[src/rtl/swap_pkg.sv]
// ---------------------------------------------------------------------------
// swap_pkg
// Shared definitions for the swap engine: FSM state encoding, the externally
// visible step codes, the operation mode constants and a state-to-step helper.
// ---------------------------------------------------------------------------
package swap_pkg;

    // Engine states. CPY is the single-cycle copy state; the other three
    // non-idle states form the swap sequence through the temp register.
    typedef enum logic [2:0] {
        ST_IDLE = 3'd0,
        ST_CAP  = 3'd1,
        ST_WRA  = 3'd2,
        ST_WRB  = 3'd3,
        ST_CPY  = 3'd4
    } state_e;

    // Step codes seen by the outside world. CPY shares code 3 with WRB
    // because both are "write the destination entry" steps.
    localparam logic [1:0] STEP_IDLE = 2'd0;
    localparam logic [1:0] STEP_CAP  = 2'd1;
    localparam logic [1:0] STEP_WRA  = 2'd2;
    localparam logic [1:0] STEP_WRB  = 2'd3;
    localparam logic [1:0] STEP_CPY  = 2'd3;

    localparam logic MODE_SWAP = 1'b0;
    localparam logic MODE_COPY = 1'b1;

    function automatic logic [1:0] step_of(input state_e s);
        logic [1:0] code;
        case (s)
            ST_CAP:  code = STEP_CAP;
            ST_WRA:  code = STEP_WRA;
            ST_WRB:  code = STEP_WRB;
            ST_CPY:  code = STEP_CPY;
            default: code = STEP_IDLE;
        endcase
        return code;
    endfunction

endpackage

[src/rtl/swap_regfile.sv]
// ---------------------------------------------------------------------------
// swap_regfile
// DEPTH x WIDTH register file with one synchronous write port and two
// combinational read ports. All entries clear asynchronously on reset_n.
// Out-of-range write addresses are ignored; out-of-range reads return 0.
//
// Ports:
//   clk, reset_n        clock, async active-low reset
//   we, waddr, wdata    write port (already muxed host/engine by the caller)
//   src_addr, src_data  engine read port
//   ext_addr, ext_data  external read port
// ---------------------------------------------------------------------------
module swap_regfile #(
    parameter int WIDTH = 8,
    parameter int DEPTH = 4,
    parameter int AW    = $clog2(DEPTH)
) (
    input  logic             clk,
    input  logic             reset_n,
    input  logic             we,
    input  logic [AW-1:0]    waddr,
    input  logic [WIDTH-1:0] wdata,
    input  logic [AW-1:0]    src_addr,
    output logic [WIDTH-1:0] src_data,
    input  logic [AW-1:0]    ext_addr,
    output logic [WIDTH-1:0] ext_data
);

    logic [WIDTH-1:0] mem_q [DEPTH];

    // DEPTH need not be a power of two, so every address is range-checked.
    always_ff @(posedge clk or negedge reset_n) begin
        if (!reset_n) begin
            for (int i = 0; i < DEPTH; i++) begin
                mem_q[i] <= '0;
            end
        end else if (we && (32'(waddr) < DEPTH)) begin
            mem_q[waddr] <= wdata;
        end
    end

    assign src_data = (32'(src_addr) < DEPTH) ? mem_q[src_addr] : '0;
    assign ext_data = (32'(ext_addr) < DEPTH) ? mem_q[ext_addr] : '0;

endmodule

[src/rtl/swap_engine.sv]
// ---------------------------------------------------------------------------
// swap_engine
// Swaps two register-file entries (via a temp register) or copies one entry
// onto another, under a req/ready handshake, with done/err pulses. A host
// write port and a combinational read port give access while idle.
//
// Handshake: a request is accepted at a rising edge where req=1 and ready=1.
// ready is high exactly when the engine is idle; there is no queueing, so the
// requester holds req until it sees ready. Addresses are checked and latched
// at acceptance; an out-of-range address is rejected with a one-cycle err
// pulse and no register-file change. done is a one-cycle pulse in the first
// idle cycle after the final write, and a new request may be accepted then.
//
// Ports:
//   clk, reset_n              clock, async active-low reset
//   req, mode, addr_a, addr_b request (mode 0 = SWAP a<->b, 1 = COPY a->b)
//   ready, done, err          handshake status
//   wr_en, wr_addr, wr_data   host write (only honoured while idle)
//   rd_addr, rd_data          combinational read
//   step, w                   current step code and internal write strobe
// ---------------------------------------------------------------------------
module swap_engine
    import swap_pkg::*;
#(
    parameter int WIDTH = 8,
    parameter int DEPTH = 4,
    parameter int AW    = $clog2(DEPTH)
) (
    input  logic             clk,
    input  logic             reset_n,
    input  logic             req,
    input  logic             mode,
    input  logic [AW-1:0]    addr_a,
    input  logic [AW-1:0]    addr_b,
    output logic             ready,
    output logic             done,
    output logic             err,
    input  logic             wr_en,
    input  logic [AW-1:0]    wr_addr,
    input  logic [WIDTH-1:0] wr_data,
    input  logic [AW-1:0]    rd_addr,
    output logic [WIDTH-1:0] rd_data,
    output logic [1:0]       step,
    output logic             w
);

    state_e           state_q, state_d;
    logic [AW-1:0]    a_q, a_d;
    logic [AW-1:0]    b_q, b_d;
    logic [WIDTH-1:0] tmp_q, tmp_d;
    logic             done_q, done_d;
    logic             err_q, err_d;

    logic             accept;
    logic             addr_bad;
    logic             rf_we;
    logic [AW-1:0]    rf_waddr;
    logic [WIDTH-1:0] rf_wdata;
    logic [AW-1:0]    src_addr;
    logic [WIDTH-1:0] src_data;

    assign ready    = (state_q == ST_IDLE);
    assign accept   = req && ready;
    assign addr_bad = (32'(addr_a) >= DEPTH) || (32'(addr_b) >= DEPTH);

    // The mode is captured by the path the FSM takes out of IDLE.
    always_comb begin
        state_d = state_q;
        a_d     = a_q;
        b_d     = b_q;
        tmp_d   = tmp_q;
        case (state_q)
            ST_IDLE: begin
                if (accept && !addr_bad) begin
                    a_d     = addr_a;
                    b_d     = addr_b;
                    state_d = (mode == MODE_COPY) ? ST_CPY : ST_CAP;
                end
            end
            ST_CAP: begin
                tmp_d   = src_data;
                state_d = ST_WRA;
            end
            ST_WRA:  state_d = ST_WRB;
            ST_WRB:  state_d = ST_IDLE;
            ST_CPY:  state_d = ST_IDLE;
            default: state_d = ST_IDLE;
        endcase
    end

    assign done_d = (state_q == ST_WRB) || (state_q == ST_CPY);
    assign err_d  = accept && addr_bad;

    // WRA reads the second entry; every other step reads the first.
    assign src_addr = (state_q == ST_WRA) ? b_q : a_q;

    // Host owns the write port while idle; the engine owns it otherwise.
    always_comb begin
        rf_we    = ready && wr_en;
        rf_waddr = wr_addr;
        rf_wdata = wr_data;
        case (state_q)
            ST_WRA: begin
                rf_we    = 1'b1;
                rf_waddr = a_q;
                rf_wdata = src_data;
            end
            ST_WRB: begin
                rf_we    = 1'b1;
                rf_waddr = b_q;
                rf_wdata = tmp_q;
            end
            ST_CPY: begin
                rf_we    = 1'b1;
                rf_waddr = b_q;
                rf_wdata = src_data;
            end
            default: ;
        endcase
    end

    always_ff @(posedge clk or negedge reset_n) begin
        if (!reset_n) begin
            state_q <= ST_IDLE;
            a_q     <= '0;
            b_q     <= '0;
            tmp_q   <= '0;
            done_q  <= 1'b0;
            err_q   <= 1'b0;
        end else begin
            state_q <= state_d;
            a_q     <= a_d;
            b_q     <= b_d;
            tmp_q   <= tmp_d;
            done_q  <= done_d;
            err_q   <= err_d;
        end
    end

    swap_regfile #(
        .WIDTH (WIDTH),
        .DEPTH (DEPTH),
        .AW    (AW)
    ) u_regfile (
        .clk      (clk),
        .reset_n  (reset_n),
        .we       (rf_we),
        .waddr    (rf_waddr),
        .wdata    (rf_wdata),
        .src_addr (src_addr),
        .src_data (src_data),
        .ext_addr (rd_addr),
        .ext_data (rd_data)
    );

    assign done = done_q;
    assign err  = err_q;
    assign step = step_of(state_q);
    assign w    = (step != STEP_IDLE);

endmodule

[config.mk]
export PLATFORM = sky130hd
export DESIGN_NAME = swap_engine
export DESIGN_NICKNAME = d
export VERILOG_FILES = /design/src/rtl/swap_pkg.sv /design/src/rtl/swap_regfile.sv /design/src/rtl/swap_engine.sv
export SDC_FILE = /design/constraint.sdc
export NUM_CORES = 1
export LEC_CHECK = 0
export ABC_AREA = 1
export BUFFER_PORTS_ARGS = -buffer_cell sky130_fd_sc_hd__buf_4
export CAP_MARGIN = 20
export CORE_ASPECT_RATIO = 2
export CORE_MARGIN = 5
export CORE_UTILIZATION = 45
export CTS_BUF_LIST = sky130_fd_sc_hd__clkbuf_2
export CTS_CLUSTER_DIAMETER = 30
export DETAILED_ROUTE_END_ITERATION = 8
export GPL_ROUTABILITY_DRIVEN = 0
export SYNTH_ARGS = -nofsm -noshare
export SYNTH_HDL_FRONTEND = slang
export SYNTH_SLANG_ARGS = --single-unit
[constraint.sdc]
create_clock -name clk -period 3.8 [get_ports clk]
set_input_delay 0.38 -clock clk [delete_from_list [all_inputs] [get_ports clk]]
set_output_delay 0.38 -clock clk [all_outputs]
set_load 0.03 [all_outputs]
[Word-level counts from Yosys, hierarchy flattened]
Cells that the tools add are included.
Operators by class
  bitwise logic cells: 3
  order comparisons: 4
  reductions and logical operators: 10
  equal/unequal tests: 5
  muxes and demuxes: 17
Operators by type and width (number)
  8-bit two-way mux: 5
  8-bit binary-select mux with 2-bit select: 2
  32-bit bitwise mux: 1
  8-bit demux with 2-bit select: 1
  8-bit case mux with 2 select lines: 1
  3-bit greater-or-equal comparator, second input constant: 3
  2-bit NOT with 3-bit output: 3
  3-bit case mux with 3 select lines: 1
  3-bit by 2-bit == test with 1-bit output, second input constant: 2
  3-bit two-way mux: 2
  2-bit case mux with 3 select lines: 1
  2-bit case mux with 2 select lines: 1
  2-bit OR reduction: 2
  3-bit by 1-bit == test with 1-bit output, second input constant: 1
  3-bit == test, second input constant: 1
  1-bit logical AND: 3
  3-bit logical NOT: 1
  3-bit by 1-bit < comparator with 1-bit output, second input constant: 1
  3-bit OR reduction: 1
  2-bit two-way mux: 1
  2-bit by 1-bit inequality test with 1-bit output, second input constant: 1
  2-bit AND reduction: 1
  2-bit nonzero test: 1
  1-bit logical OR: 1
  1-bit two-way mux: 1
Storage, ports and cells
  bits of input ports: 21
  logic and storage cells: 48
  bits in registers: 48

[Logic depth before layout (Yosys ltp)]
Gate-level depths: netlist of run 1.
  depth in word-level cells: 9
  depth in mapped cells: 12
  gate-level depth less buffers: 11

[Cells and area by module]
From an unflattened synthesis of run 1, not the netlist that was laid out.
Second synthesis, totals
  cell total of the unflattened synthesis: 433
  area total of the unflattened synthesis: 3032.9 um^2
Modules (own cells, without submodules)
  swap_regfile: area an instance 2054.5 um^2, times used 1, cells each 297
  swap_engine: area an instance 978.4 um^2, times used 1, cells each 136

[Least setup slack after synthesis of run 1]
No wires, ideal clock.
  path type: register to output
  start point: register state_q[1]
  end point: output step[0]
  required time: 3.420 ns
  arrival: 1.586 ns
  path buffers: 2
  stages on the path, launching flop included: 6
  setup slack: 1.834 ns
  path through: dfrtp_1 buf_6 nor3_1 clkbuf_1 inv_1 nand2_1
Between the ends
  cells in the longest elaborated chain, start to end: 3
  elaborated cells on any way between the ends: 6
Ends and longest elaborated chain
  start, declared: RTL line swap_engine.sv:47  | state_e state_q, state_d;
  start signal, assigned: RTL line swap_engine.sv:131  | state_q <= state_d;
  3-bit by 2-bit == test with 1-bit output / 3-bit == test (equally long branches): RTL line swap_pkg.sv:31  | case (s)
  2-bit OR reduction (no line)
  2-bit case mux with 3 select lines *: RTL line swap_pkg.sv:31
  end, declared: RTL line swap_engine.sv:43  | output logic [1:0] step,
Every way passes the cells marked *; elsewhere a longest branch is shown, timed or not.

[Worst setup path in the final report of run 1]
  start point: register state_q[1]
  end point: output w
Between the ends
  cells in the longest elaborated chain, start to end: 4
  elaborated cells on any way between the ends: 7
Ends and longest elaborated chain
  3-bit by 2-bit == test with 1-bit output / 3-bit == test (equally long branches): RTL line swap_pkg.sv:31
  2-bit OR reduction (no line)
  2-bit case mux with 3 select lines *: RTL line swap_pkg.sv:31
  2-bit nonzero test *: RTL line swap_engine.sv:159  | assign w = (step != STEP_IDLE);
  end, declared: RTL line swap_engine.sv:44  | output logic w
Marks and branches as above.

==> results of run 1 <==
routing by layer:
metal | wire length [µm] | vias up | GRT usage (%)
met2 | 3730 | 79 | 33.2
met5 | 0 | - | 0
li1 | - | 1235 | -
met1 | 3030 | 1135 | 25.4
met4 | 110 | 0 | 6.37
met3 | 365 | 6 | 4.55
power by group through the flow:
stage	sequential (mW)	clock, mW	combinational (mW)
final	0.949	0.221	1.64
after global routing	0.975	0.243	1.84
after CTS	0.942	0.228	1.64
after detailed placement	0.955	0	1.63
after global placement	0.955	0	1.62
after floorplan	0.881	0	1.25
tightest hold or removal path: stages:
cell and delay, ns:
sky130_fd_sc_hd__buf_4 0.11, sky130_fd_sc_hd__inv_1 0.04, sky130_fd_sc_hd__nor2_1 0.04
how the worst max path moves through the flow:
stage | end | cells past startpoint | slack, ns
after global placement | u_regfile.mem_q[1]$_DFFE_PN0P_ | 10 | 1.81
after floorplan | step[0] | 5 | 1.83
after CTS | w | 5 | 1.60
after global routing | w | 5 | 1.50
final | w | 5 | 1.64
after detailed placement | u_regfile.mem_q[1]$_DFFE_PN0P_ | 10 | 1.80
flip-flops by register name, indices dropped and copies added, names as in the netlist:
signal           flops
state_q              3
a_q                  2
tmp_q                8
b_q                  2
u_regfile.mem_q     32
done                 1
cell families (layout without fill, tap and decap cells):
| kind of cell | count (synthesis) | in the layout |
|---|---|---|
| and+or+nand+nor | 229 | 229 |
| AOI/OAI and AO/OA | 46 | 46 |
| DFF | 48 | 48 |
| other | 1 | 1 |
| muxes | 3 | 3 |
| buffers and inverters | 34 | 68 |
cell type report:
cell class,instances,area [µm²]
clock buffers,7,35.0
clock inverters,1,3.75
fillers,562,2740
inverters,25,97.6
multi-input cells,279,1290
flip-flops and latches,48,1200
well taps,61,76.3
repair buffers,35,265
synthesized netlist by cell type, types with 2 or more instances:
master and instances:
sky130_fd_sc_hd__nand2_1 139, sky130_fd_sc_hd__nand3_1 49, sky130_fd_sc_hd__dfrtp_1 48, sky130_fd_sc_hd__nor2_1 28, sky130_fd_sc_hd__o21ai_0 26, sky130_fd_sc_hd__inv_1 18
sky130_fd_sc_hd__a21oi_1 10, sky130_fd_sc_hd__o22ai_1 8, sky130_fd_sc_hd__clkbuf_1 5, sky130_fd_sc_hd__inv_2 5, sky130_fd_sc_hd__mux2_2 3, sky130_fd_sc_hd__nand2_2 3
sky130_fd_sc_hd__nand3_2 3, sky130_fd_sc_hd__buf_4 2, sky130_fd_sc_hd__nor2_4 2
through the flow:
| stage | cell area (µm²) | hold WS, ns | std cells | total power, mW |
|---|---|---|---|---|
| global placement | 2920 | 0.439 | 447 | 2.57 |
| CTS | 2970 | 0.0904 | 456 | 2.81 |
| finish | 2970 | 0.125 | 456 | 2.81 |
| detailed placement | 2920 | 0.439 | 447 | 2.59 |
| global route | 2970 | 0.0957 | 456 | 3.06 |
| floorplan | 2640 | 0.0844 | 361 | 2.13 |
==> results.md, run 1 <==
- The flow ran to the end, and the final reports show no timing, DRC or antenna violations.
- The H-tree generated during clock tree synthesis spans 2 levels.
- The deepest clock path buffer count is 2.
- After Yosys synthesis, XOR and XNOR cells account for 0% of the synthesized area.
- The share of the cycle needed by the critical path after routing is 56.8%.
- The count of unique library cells instantiated by Yosys is 27.
- In this run the vertical extent of the chip is 118 µm.
- The tree is rooted in a sky130_fd_sc_hd__clkbuf_2.
- Counting every instance in the synthesized netlist gives 361.
- The static power due to leakage is 1.55 nW.
- The launching point of the worst reg2reg path is state_q[0]$_DFFE_PN0P_.
- Summing the areas of all compound-gate instances in the mapped netlist gives 9.54% of the synthesized area.
- The nature of the critical path endpoint is a primary output.
- The die covers 7580 µm².
- The end of the worst register-to-register path is u_regfile.mem_q[9]$_DFFE_PN0P_.
- In the synthesized netlist the dominant register cell turns out to be sky130_fd_sc_hd__dfrtp_1.
- After detailed routing, the number of remaining DRC violations is 0.
- The clock reaches the later pin of the worst-skew pair after 0.48 ns.
- The launch instance of the worst min-delay path is mode.
- The die is 64.1 µm wide.
- The routed design has 7240 µm of wire.
- The number of antenna violations at the first check in global routing is 0.
- For this run, the detailed router's first-pass iteration total came to 4.
- For hold timing, the worst endpoint is state_q[2]$_DFFE_PN0P_.
- The post-synthesis average cell area is 7.30 µm².
- The portion of netlist area occupied by mux cells is 1.28%.
- The worst-case reg-to-reg path depth is 9.
- Setup repair after global routing left no endpoint under its margin.
- In this run the register-to-register setup slack is 1.73 ns.
- The floorplan has 39 rows.
- Global routing finished with a remaining overflow of 0.
- After clock tree synthesis, the flow added hold-fix buffers numbering 1.
- The shortest period the worst path allows is 2.16 ns.
- Post-CTS timing repair inserted 0 buffers for setup.
- The synthesized area is 2640 µm².
- VDD sags by at most 0.634 mV.
- Entering global routing, the biggest net connects 49 pins.
- The signal on the critical path passes through nand3_2 -> nand2_4 -> nor2_8 -> nand2_1 -> buf_4.
- The clock tree from TritonCTS is done.
- Setup slack on the critical path of the routed design comes to 1.64 ns.
- From synthesis to final layout, the design area changed by 12.5%.
- The proportion of netlist area held by the largest area contributor is 45.6%.
- Data arrives at the worst endpoint at 1.78 ns.
- The number of synthesis warnings is 0.
- The combinational family with the most area after synthesis is simple AND/OR/NAND/NOR gates.
- The core utilization of the finished layout is 52.0%.
- The initial detailed-routing violation count is 174.
- The number of buffers added on ports is 33.
- The switching share of power is 52.9%.
- STA classifies the critical path startpoint as a register.
- The final-report hold violation count is 0.
- The number of nets in the synthesized netlist is 382.
- For this design, the sink count on the clock tree is 48.
- The post-placement setup slack is 1.80 ns.
- The overall track demand over capacity in global routing is 20.0%.
- In this run the power spent charging and discharging nets is 1.49 mW.
- The tightest min-delay check is of the input port to register type.
- The actual slew at the worst max-slew pin is 0.652 ns.
- The critical path is of the register to primary output type.
- The most area-hungry cell type in the Yosys netlist is sky130_fd_sc_hd__dfrtp_1.
- The number of flip-flops and latches in the synthesized netlist is 48.
- The total buffers and inverters traversed by the critical path is 1.
- In the layout the commonest cells are sky130_fd_sc_hd__nand2_1 (139), sky130_fd_sc_hd__nand3_1 (49), sky130_fd_sc_hd__dfrtp_1 (48).
- On the critical path, the stage with the largest delay is an instance of sky130_fd_sc_hd__dfrtp_1.
- On the final layout, the worst clock skew is 0.0365 ns.
- The worst slew margin relative to its limit is 56.2%.
- For this run, the slowest stage of the critical path takes 0.49 ns.
- For this design the top-level I/O count stands at 35.
- Dividing the detail-routed wire length by the instance count gives 15.9 µm.
- The synthesized netlist devotes 0% of its cell area to adder and majority cells.
- Once the floorplan was initialized, standard cells occupied 46.2% of the core.
- The synthesized netlist devotes 37.9% of its cell area to simple gates.
- Of all flip-flops after synthesis, the portion carrying an async set or reset was 100%.
- The clock share of power is 7.9%.
- STA puts the critical path data required time at 3.42 ns.
- 0 antenna diodes ended up in the layout.
- Counting the buffers created by CTS gives 5.
- The total power divided by cell area is 947 nW/µm².
- The combinational group share of total power is 58.4%.
- The most common cell after layout, fill and taps aside is sky130_fd_sc_hd__nand2_1.
- The post-route netlist has 16.2% of its cells at a drive strength greater than 1.
- Yosys mapped a number of flops with a built-in enable equal to 0.
- The area of the core is 5710 µm².
- After synthesis, flip-flops and latches occupy 45.6% of the total area.
- The HPWL after detailed placement is 5450 µm.
- The count of maximum capacitance violations is 0.
- The via count of the first global-routing pass is 2451.
- After clock tree synthesis, the repair step resized 0 gates.
- Along the worst path, the maximum fanout reaches 13.
- The via count is 2455.
- The count of final setup violators is 0.
- Using the TritonRoute via totals, the vias-per-cell ratio works out to 5.38.
- The final-report max-slew violation count is 0.
- On the critical path the largest part of the delay comes from simple AND/OR/NAND/NOR gates.
- Yosys attributes the largest share of cell area to sky130_fd_sc_hd__dfrtp_1 (46%), sky130_fd_sc_hd__nand2_1 (20%), sky130_fd_sc_hd__nand3_1 (9.3%), sky130_fd_sc_hd__o21ai_0 (4.9%), sky130_fd_sc_hd__nor2_1 (4.0%).
- For this run, the top clock speed supported by timing is 464 MHz.
- The clock slew seen by the registers of the worst setup and hold paths is 0.22 ns.
- Internal power comes to 1.32 mW.
- The first-pass GRT wire length is 12100 µm.
- Once detail routing completed, the nets flagged for antenna violations numbered 0.
- Sequential cells burn 33.8% of the power.
- The post-route setup TNS is 0 ns.
- Tracing the worst setup path back leads to its startpoint at state_q[1]$_DFFE_PN0P_.
- The net count reported at finish is 415.
- The number of cells on the worst hold path is 3.
(Power assumes the default switching activity.)
==> run 2: changes to the inputs <==
==> constraint.sdc (replaced) <==
create_clock -name clk -period 2 [get_ports clk]
set_input_delay 0.2 -clock clk [delete_from_list [all_inputs] [get_ports clk]]
set_output_delay 0.2 -clock clk [all_outputs]
set_load 0.03 [all_outputs]
==> results.md, run 2 (synthesis results as in run 1) <==
- The flow ran to the end, and the final reports show no timing, DRC or antenna violations.
- The height of the die is 118 µm.
- In the final layout, the registers with the most flip-flops are u_regfile.mem_q: 32 flops, tmp_q: 8 flops, state_q: 3 flops.
- The clock passes through at most 2 buffers.
- Clock tree synthesis inserted a total of 5 buffers.
- CTS placed an instance of sky130_fd_sc_hd__clkbuf_2 at the clock tree root.
- The wire length per cell is 15.5 µm.
- The type of element launching the critical path is a register.
- The post-route setup TNS is 0 ns.
- In the routed layout, each cell is associated on average with a via count of 5.30.
- Dividing total power by cell area gives a power density of 1800 nW/µm².
- At the pin with the least slew margin, the transition time is 0.616 ns.
- Data arrives at the worst endpoint at 2.20 ns.
- The area growth from synthesis to layout is 19.1%.
- The end of the worst register-to-register path is u_regfile.mem_q[14]$_DFFE_PN0P_.
- The share of the cycle needed by the critical path after routing is 92.4%.
- Setup repair after global routing left no endpoint under its margin.
- For this block, the initial DRC count from the detailed router was 132.
- The via count is 2498.
- Once the floorplan was initialized, standard cells occupied 46.2% of the core.
- The final-report hold violation count is 0.
- Clock latency on the worst-skew pair, taken at its later pin, is 0.44 ns.
- The maximum level of the CTS H-tree is 2.
- The final-report max-slew violation count was 0.
- 35 I/O pins were placed.
- The critical path's largest stage delay is 0.51 ns.
- The worst-case reg-to-reg path depth is 10.
- The clock drives 48 sinks.
- In this run the standard cell core region covers 5710 µm².
- The pre-antenna-repair detailed-routing pass consisted of 4 iterations.
- The critical path starts at state_q[1]$_DFFE_PN0P_.
- The placed standard-cell area is 2960 µm².
- The launching point of the worst reg2reg path is state_q[1]$_DFFE_PN0P_.
- The nature of the critical path endpoint is a register.
- The first global-routing pass estimated 12300 µm of wire.
- The post-detailed-route DRC marker count is 0.
- The post-route worst hold slack is 0.150 ns.
- The count of final setup violators is 0.
- The highest-delay cell along the critical path is sky130_fd_sc_hd__dfrtp_2.
- The most common cell after layout, fill and taps aside is sky130_fd_sc_hd__nand2_1.
- The number of antenna-violating nets in the routed design is 0.
- The worst-case clock skew is 0.0195 ns.
- The post-route netlist has 19.0% of its cells at a drive strength greater than 1.
- In this run the tightest slew margin relative to its limit is 58.9%.
- Setup slack closes at 0.153 ns.
- The number of fillers in the final layout is 592.
- After routing the design area is 3140 µm².
- The standard-cell row count is 39.
- The critical path goes through nor2_1 -> nand2_2 -> nand2_4 -> nor2_8 -> a21oi_4 -> inv_2 -> nor2_4 -> inv_4 -> nand2_1 -> nand2_1.
- Across every metal layer, demand over resource in global routing totals 20.4%.
- The worst ir drop on vdd is 1.35 mV.
- The register with the most flip-flops in the layout has 32 of them.
- The count of maximum capacitance violations is 0.
- The net count reported at finish is 430.
- The maximum number of pins on one net before global-route repair is 49.
- The routed design has 7290 µm of wire.
- The via count of the first global-routing pass is 2417.
- The static power due to leakage is 1.63 nW.
- The worst-case register-to-register setup slack is 0.15 ns.
- The data required time at the worst endpoint is 2.35 ns.
- The destination of the critical timing path is u_regfile.mem_q[14]$_DFFE_PN0P_.
- The register area is 1200 µm².
- The number of antenna violations at the first check in global routing was 0.
- TritonCTS built the clock tree.
- The total buffers and inverters traversed by the critical path is 2.
- The multi-input combinational cells in the finished layout cover a total of 1310 µm².
- The most prevalent standard cell on the critical path is sky130_fd_sc_hd__nand2_1.
- The launch instance of the worst min-delay path is wr_data[5].
- Detailed placement ended at an HPWL of 5330 µm.
- The number of buffers added on ports is 33.
- The critical path depth in cells is 10.
- In this run the horizontal extent of the chip is 64.1 µm.
- The shortest period the worst path allows is 1.85 ns.
- The worst-path maximum fanout is 8.
- The cell family contributing the most delay on the critical path is simple AND/OR/NAND/NOR gates.
- The class of the most critical hold timing path is input port to register.
- The clock slew seen by the registers of the worst setup and hold paths is 0.25 ns.
- The top cell types in the final layout, fill and taps aside, are sky130_fd_sc_hd__nand2_1 (136), sky130_fd_sc_hd__nand3_1 (49), sky130_fd_sc_hd__dfrtp_1 (47).
- Timing would allow up to 541 MHz.
- The category of the critical setup timing path is register to register.
- The register with the most flip-flops is u_regfile.mem_q.
- The post-placement setup slack is 0.117 ns.
- The total congestion overflow after global routing is 0.
- The die covers 7580 µm².
- 0 antenna diodes ended up in the layout.
run 2: tightest hold or removal path, stage by stage:
cell and delay, ns:
sky130_fd_sc_hd__buf_4 0.08, sky130_fd_sc_hd__a21oi_1 0.06, sky130_fd_sc_hd__nand2_1 0.14, sky130_fd_sc_hd__nand2_1 0.07, sky130_fd_sc_hd__nand2_1 0.05
run 2: how the worst min path moves through the flow:
| stage | to | slack, ns | depth (start not counted) |
|---|---|---|---|
| floorplan | a_q[0]$_DFFE_PN0P_ | -0.1 | 0 |
| global route | u_regfile.mem_q[10]$_DFFE_PN0P_ | 0.12 | 5 |
| detailed placement | u_regfile.mem_q[1]$_DFFE_PN0P_ | 0.25 | 1 |
| global placement | u_regfile.mem_q[1]$_DFFE_PN0P_ | 0.26 | 1 |
| CTS | u_regfile.mem_q[5]$_DFFE_PN0P_ | 0.11 | 5 |
| finish | u_regfile.mem_q[5]$_DFFE_PN0P_ | 0.15 | 5 |
run 2: per-stage QoR:
| step | utilization (%) | power [mW] | std cells |
|---|---|---|---|
| after floorplan | - | 4.05 | 361 |
| after global placement | 51.8 | 4.95 | 452 |
| after detailed placement | 51.8 | 5.00 | 452 |
| after CTS | 54.3 | 5.57 | 468 |
| after global routing | 55.0 | 6.20 | 471 |
| final | 55.0 | 5.65 | 471 |
run 2: power by group:
group / leakage, nW / internal [mW] / switching [mW]
Combinational: 0.990 / 1.14 / 2.22
Sequential: 0.600 / 1.42 / 0.336
Clock: 0.0430 / 0.215 / 0.316
run 2: cell type report:
| cell class | count | area share [%] |
|---|---|---|
| clock inverter | 2 | 1.12 |
| tap | 61 | 2.43 |
| clock buffer | 6 | 0.956 |
| sequential | 48 | 38.3 |
| multi-input combinational | 280 | 41.8 |
| inverter | 25 | 3.11 |
| timing repair buffer | 49 | 12.3 |
run 2: what timing repair did:
action | 4_1_cts | 5_1_grt
gates cloned | 0 | 1
setup endpoints to repair | 1 | 30
pin swaps | 0 | 2
buffers inserted | 1 | 2
endpoints found under the hold margin | 54 | 0
resized for setup | 1 | 5
hold buffers | 7 | 0
run 2: layer usage:
| metal | global-route usage (%) | part of all wire, % | up-vias |
|---|---|---|---|
| li1 | - | - | 1268 |
| met1 | 26.4 | 41 | 1173 |
| met2 | 34.1 | 53 | 52 |
| met3 | 3.61 | 4.3 | 5 |
| met4 | 6.24 | 1.2 | 0 |
| met5 | 0 | 0 | - |
==> run 3: changes to the inputs <==
--- a/config.mk
+++ b/config.mk
@@ -11,7 +11,7 @@
 export CORE_ASPECT_RATIO = 2
 export CORE_MARGIN = 5
 export CORE_UTILIZATION = 45
-export CTS_BUF_LIST = sky130_fd_sc_hd__clkbuf_2
+export CTS_BUF_LIST = sky130_fd_sc_hd__clkbuf_2 sky130_fd_sc_hd__clkbuf_4 sky130_fd_sc_hd__clkbuf_8
 export CTS_CLUSTER_DIAMETER = 30
 export DETAILED_ROUTE_END_ITERATION = 8
 export GPL_ROUTABILITY_DRIVEN = 0
==> results.md, run 3 (synthesis results as in run 1) <==
- The run finished with clean final reports.
- TritonCTS built the clock tree.
- In this run the tool buffered the top-level ports with 33 buffer cells.
- In this run the critical register-to-register path is launched from state_q[1]$_DFFE_PN0P_.
- The end of the worst register-to-register path is u_regfile.mem_q[14]$_DFFE_PN0P_.
- The number of antenna-violating nets in the routed design is 0.
- By startpoint and endpoint, the worst setup path is classified as register to register.
- The worst-case clock skew is 0.0113 ns.
- The library cell used most frequently in the layout, excluding fill and tap cells, is sky130_fd_sc_hd__nand2_1.
- The wire length per cell is 15.5 µm.
- The number of antenna violations at the first check in global routing is 0.
- The type of element launching the critical path is a register.
- The count of final setup violators is 0.
- The worst hold path begins at mode.
- The longest clock path from root to sink contains 2 buffers.
- The final-report max-slew violation count came to 0.
- The number of search-and-repair iterations in the first detailed-routing pass is 5.
- 0 antenna diodes ended up in the layout.
- Counting stages on the worst path, the most repeated cell is sky130_fd_sc_hd__nand2_1.
- For this design the top-level I/O count stands at 35.
- From bottom edge to top edge, the die measures 118 µm.
- The overall track demand over capacity in global routing is 20.2%.
- Derived from the worst setup path, the maximum achievable clock frequency is 540 MHz.
- The placed standard-cell area is 2960 µm².
- The highest-delay cell along the critical path is sky130_fd_sc_hd__dfrtp_2.
- Entering global routing, the biggest net connects 49 pins.
- The total overflow left after global routing is 0.
- The data required time at the worst endpoint is 2.20 ns.
- The worst hold path belongs to the class input port to register.
- The CTS root buffer is sky130_fd_sc_hd__clkbuf_8.
- The setup check on the worst reg-to-reg path leaves a slack of 0.15 ns.
- The worst ir drop on vdd is 1.39 mV.
- The worst-case reg-to-reg path depth is 10.
- The worst path in the final design needs a cycle of 1.85 ns, including I/O delays and setup.
- The finished layout cell area is 3110 µm².
- The via count of the first global-routing pass came to 2384.
- After layout, the worst setup slack is 0.148 ns.
- The worst slew margin relative to its limit is 59.2%.
- The routed via count divided by cell count is 5.28.
- The routed wire length is 7170 µm.
- At the later pin of the worst-skew pair, clock insertion delay measures 0.32 ns.
- Across all layers, the routed design uses 2444 vias.
- The net count reported at finish is 422.
- The critical path's largest stage delay is 0.47 ns.
- The area of the core is 5710 µm².
- For the pin with the worst max-slew slack, the measured transition is 0.612 ns.
- In the final layout, the registers with the most flip-flops are u_regfile.mem_q: 32 flops, tmp_q: 8 flops, state_q: 3 flops.
- Setup repair after global routing left no endpoint under its margin.
- The number of fillers in the final layout is 583.
- In the final layout, the share of cells above drive strength 1 is 18.4%.
- The HPWL after detailed placement is 5330 µm.
- The flip-flop count of the largest register after layout is 32.
- The post-route setup TNS is 0 ns.
- The count of maximum capacitance violations is 0.
- The total power is 5.78 mW.
- The final-report hold violation count is 0.
- The worst-path maximum fanout is 9.
- Before CTS, the worst setup slack after placement is 0.117 ns.
- The register with the most flip-flops is u_regfile.mem_q.
- The maximum level of the CTS H-tree is 2.
- For hold timing, the worst endpoint is state_q[2]$_DFFE_PN0P_.
- The data arrival time of the critical path is 2.05 ns.
- The die covers 7580 µm².
- The initial utilization of the core area, before any placement, comes to 46.2%.
- The library cells used most frequently in the layout, excluding fill and tap cells, are sky130_fd_sc_hd__nand2_1 (138), sky130_fd_sc_hd__nand3_1 (49), sky130_fd_sc_hd__dfrtp_1 (47).
- After clock tree synthesis, the clock-pin slew on the worst setup and hold paths is 0.09 ns.
- The number of buffers created by CTS is 5.
- The number of cells on the worst hold path is 3.
- The area growth from synthesis to layout is 17.9%.
- Counting every sink on the clock net gives 48.
- The first global-routing pass estimated 12200 µm of wire.
- The finished layout holds 463 standard cells, fillers aside.
- In this run, the number of DRC markers left after iteration 0 of detailed routing was 123.
- The die is 64.1 µm wide.
- The standard-cell row count is 39.
- The worst setup path is captured at a register.
- The cell count after placement is 452.
- The static power due to leakage is 1.62 nW.
- The worst path uses 92.6% of the clock period.
- In this run the power density over the cells is 1860 nW/µm².
- Traced cell by cell, the critical path runs through nor2_1 -> nand2_1 -> nand2_4 -> nor2_8 -> a21oi_4 -> inv_2 -> nor2_4 -> inv_4 -> nand2_1 -> nand2_1.
- In the routed design, unresolved DRC markers number 0.
run 3: where the power goes:
group	total, mW	leakage [nW]	switching, mW	internal (mW)
clock network	0.719	0.0586	0.334	0.385
registers	1.77	0.600	0.338	1.43
logic	3.30	0.957	2.19	1.11
total	5.78	1.62	2.86	2.92
run 3: final cells by class:
class                   count  area [µm²]  share of cell area (%)
flip-flops and latches     48        1200                    38.7
well taps                  61        76.3                    2.46
clock buffers               6        76.3                    2.46
repair buffers             42         318                    10.2
multi-input cells         279        1300                    41.9
clock inverters             2        35.0                    1.13
inverters                  25        97.6                    3.14
run 3: per-layer routing:
metal  vias up  global-route usage (%)  wire length (µm)  part of all wire (%)
li1       1249                       -                 -                     -
met1      1148                    26.1              3050                    42
met4         0                    6.62               101                   1.4
met2        41                    33.4              3800                    53
met3         6                    3.89               226                   3.2
met5         -                       0                 0                     0
run 3: worst max-delay path by stage:
stage          slack (ns)                   start                         endpoint  depth (start not counted)
6_report             0.15  state_q[1]$_DFFE_PN0P_  u_regfile.mem_q[14]$_DFFE_PN0P_                         10
5_1_grt              0.01  state_q[1]$_DFFE_PN0P_   u_regfile.mem_q[9]$_DFFE_PN0P_                         10
4_1_cts              0.09  state_q[1]$_DFFE_PN0P_  u_regfile.mem_q[14]$_DFFE_PN0P_                         11
3_5_place_dp         0.12  state_q[1]$_DFFE_PN0P_   u_regfile.mem_q[9]$_DFFE_PN0P_                         11
3_3_place_gp         0.17  state_q[1]$_DFFE_PN0P_   u_regfile.mem_q[9]$_DFFE_PN0P_                         11
2_1_floorplan        0.21  state_q[1]$_DFFE_PN0P_                          step[0]                          5
run 3: repair_timing:
item | 4_1_cts | 5_1_grt
setup buffers | 0 | 2
resized for setup | 0 | 4
endpoints found under the setup margin | 0 | 25
hold buffers | 1 | 0
hold endpoints to repair | 48 | 0
run 3: critical path: cells and delay by family (launching register included):
kind / cells / cell delay, ns
compound gates: 1 / 0.23
buf+inv: 2 / 0.18
flops: 1 / 0.47
simple gates: 7 / 0.86
run 3: metrics by stage:
step                      util (%)  hold WS (ns)
after floorplan                  -       -0.0956
after global placement        51.8         0.258
after detailed placement      51.8         0.254
after CTS                     53.9        0.0957
after global routing          54.4        0.0878
final                         54.4         0.102
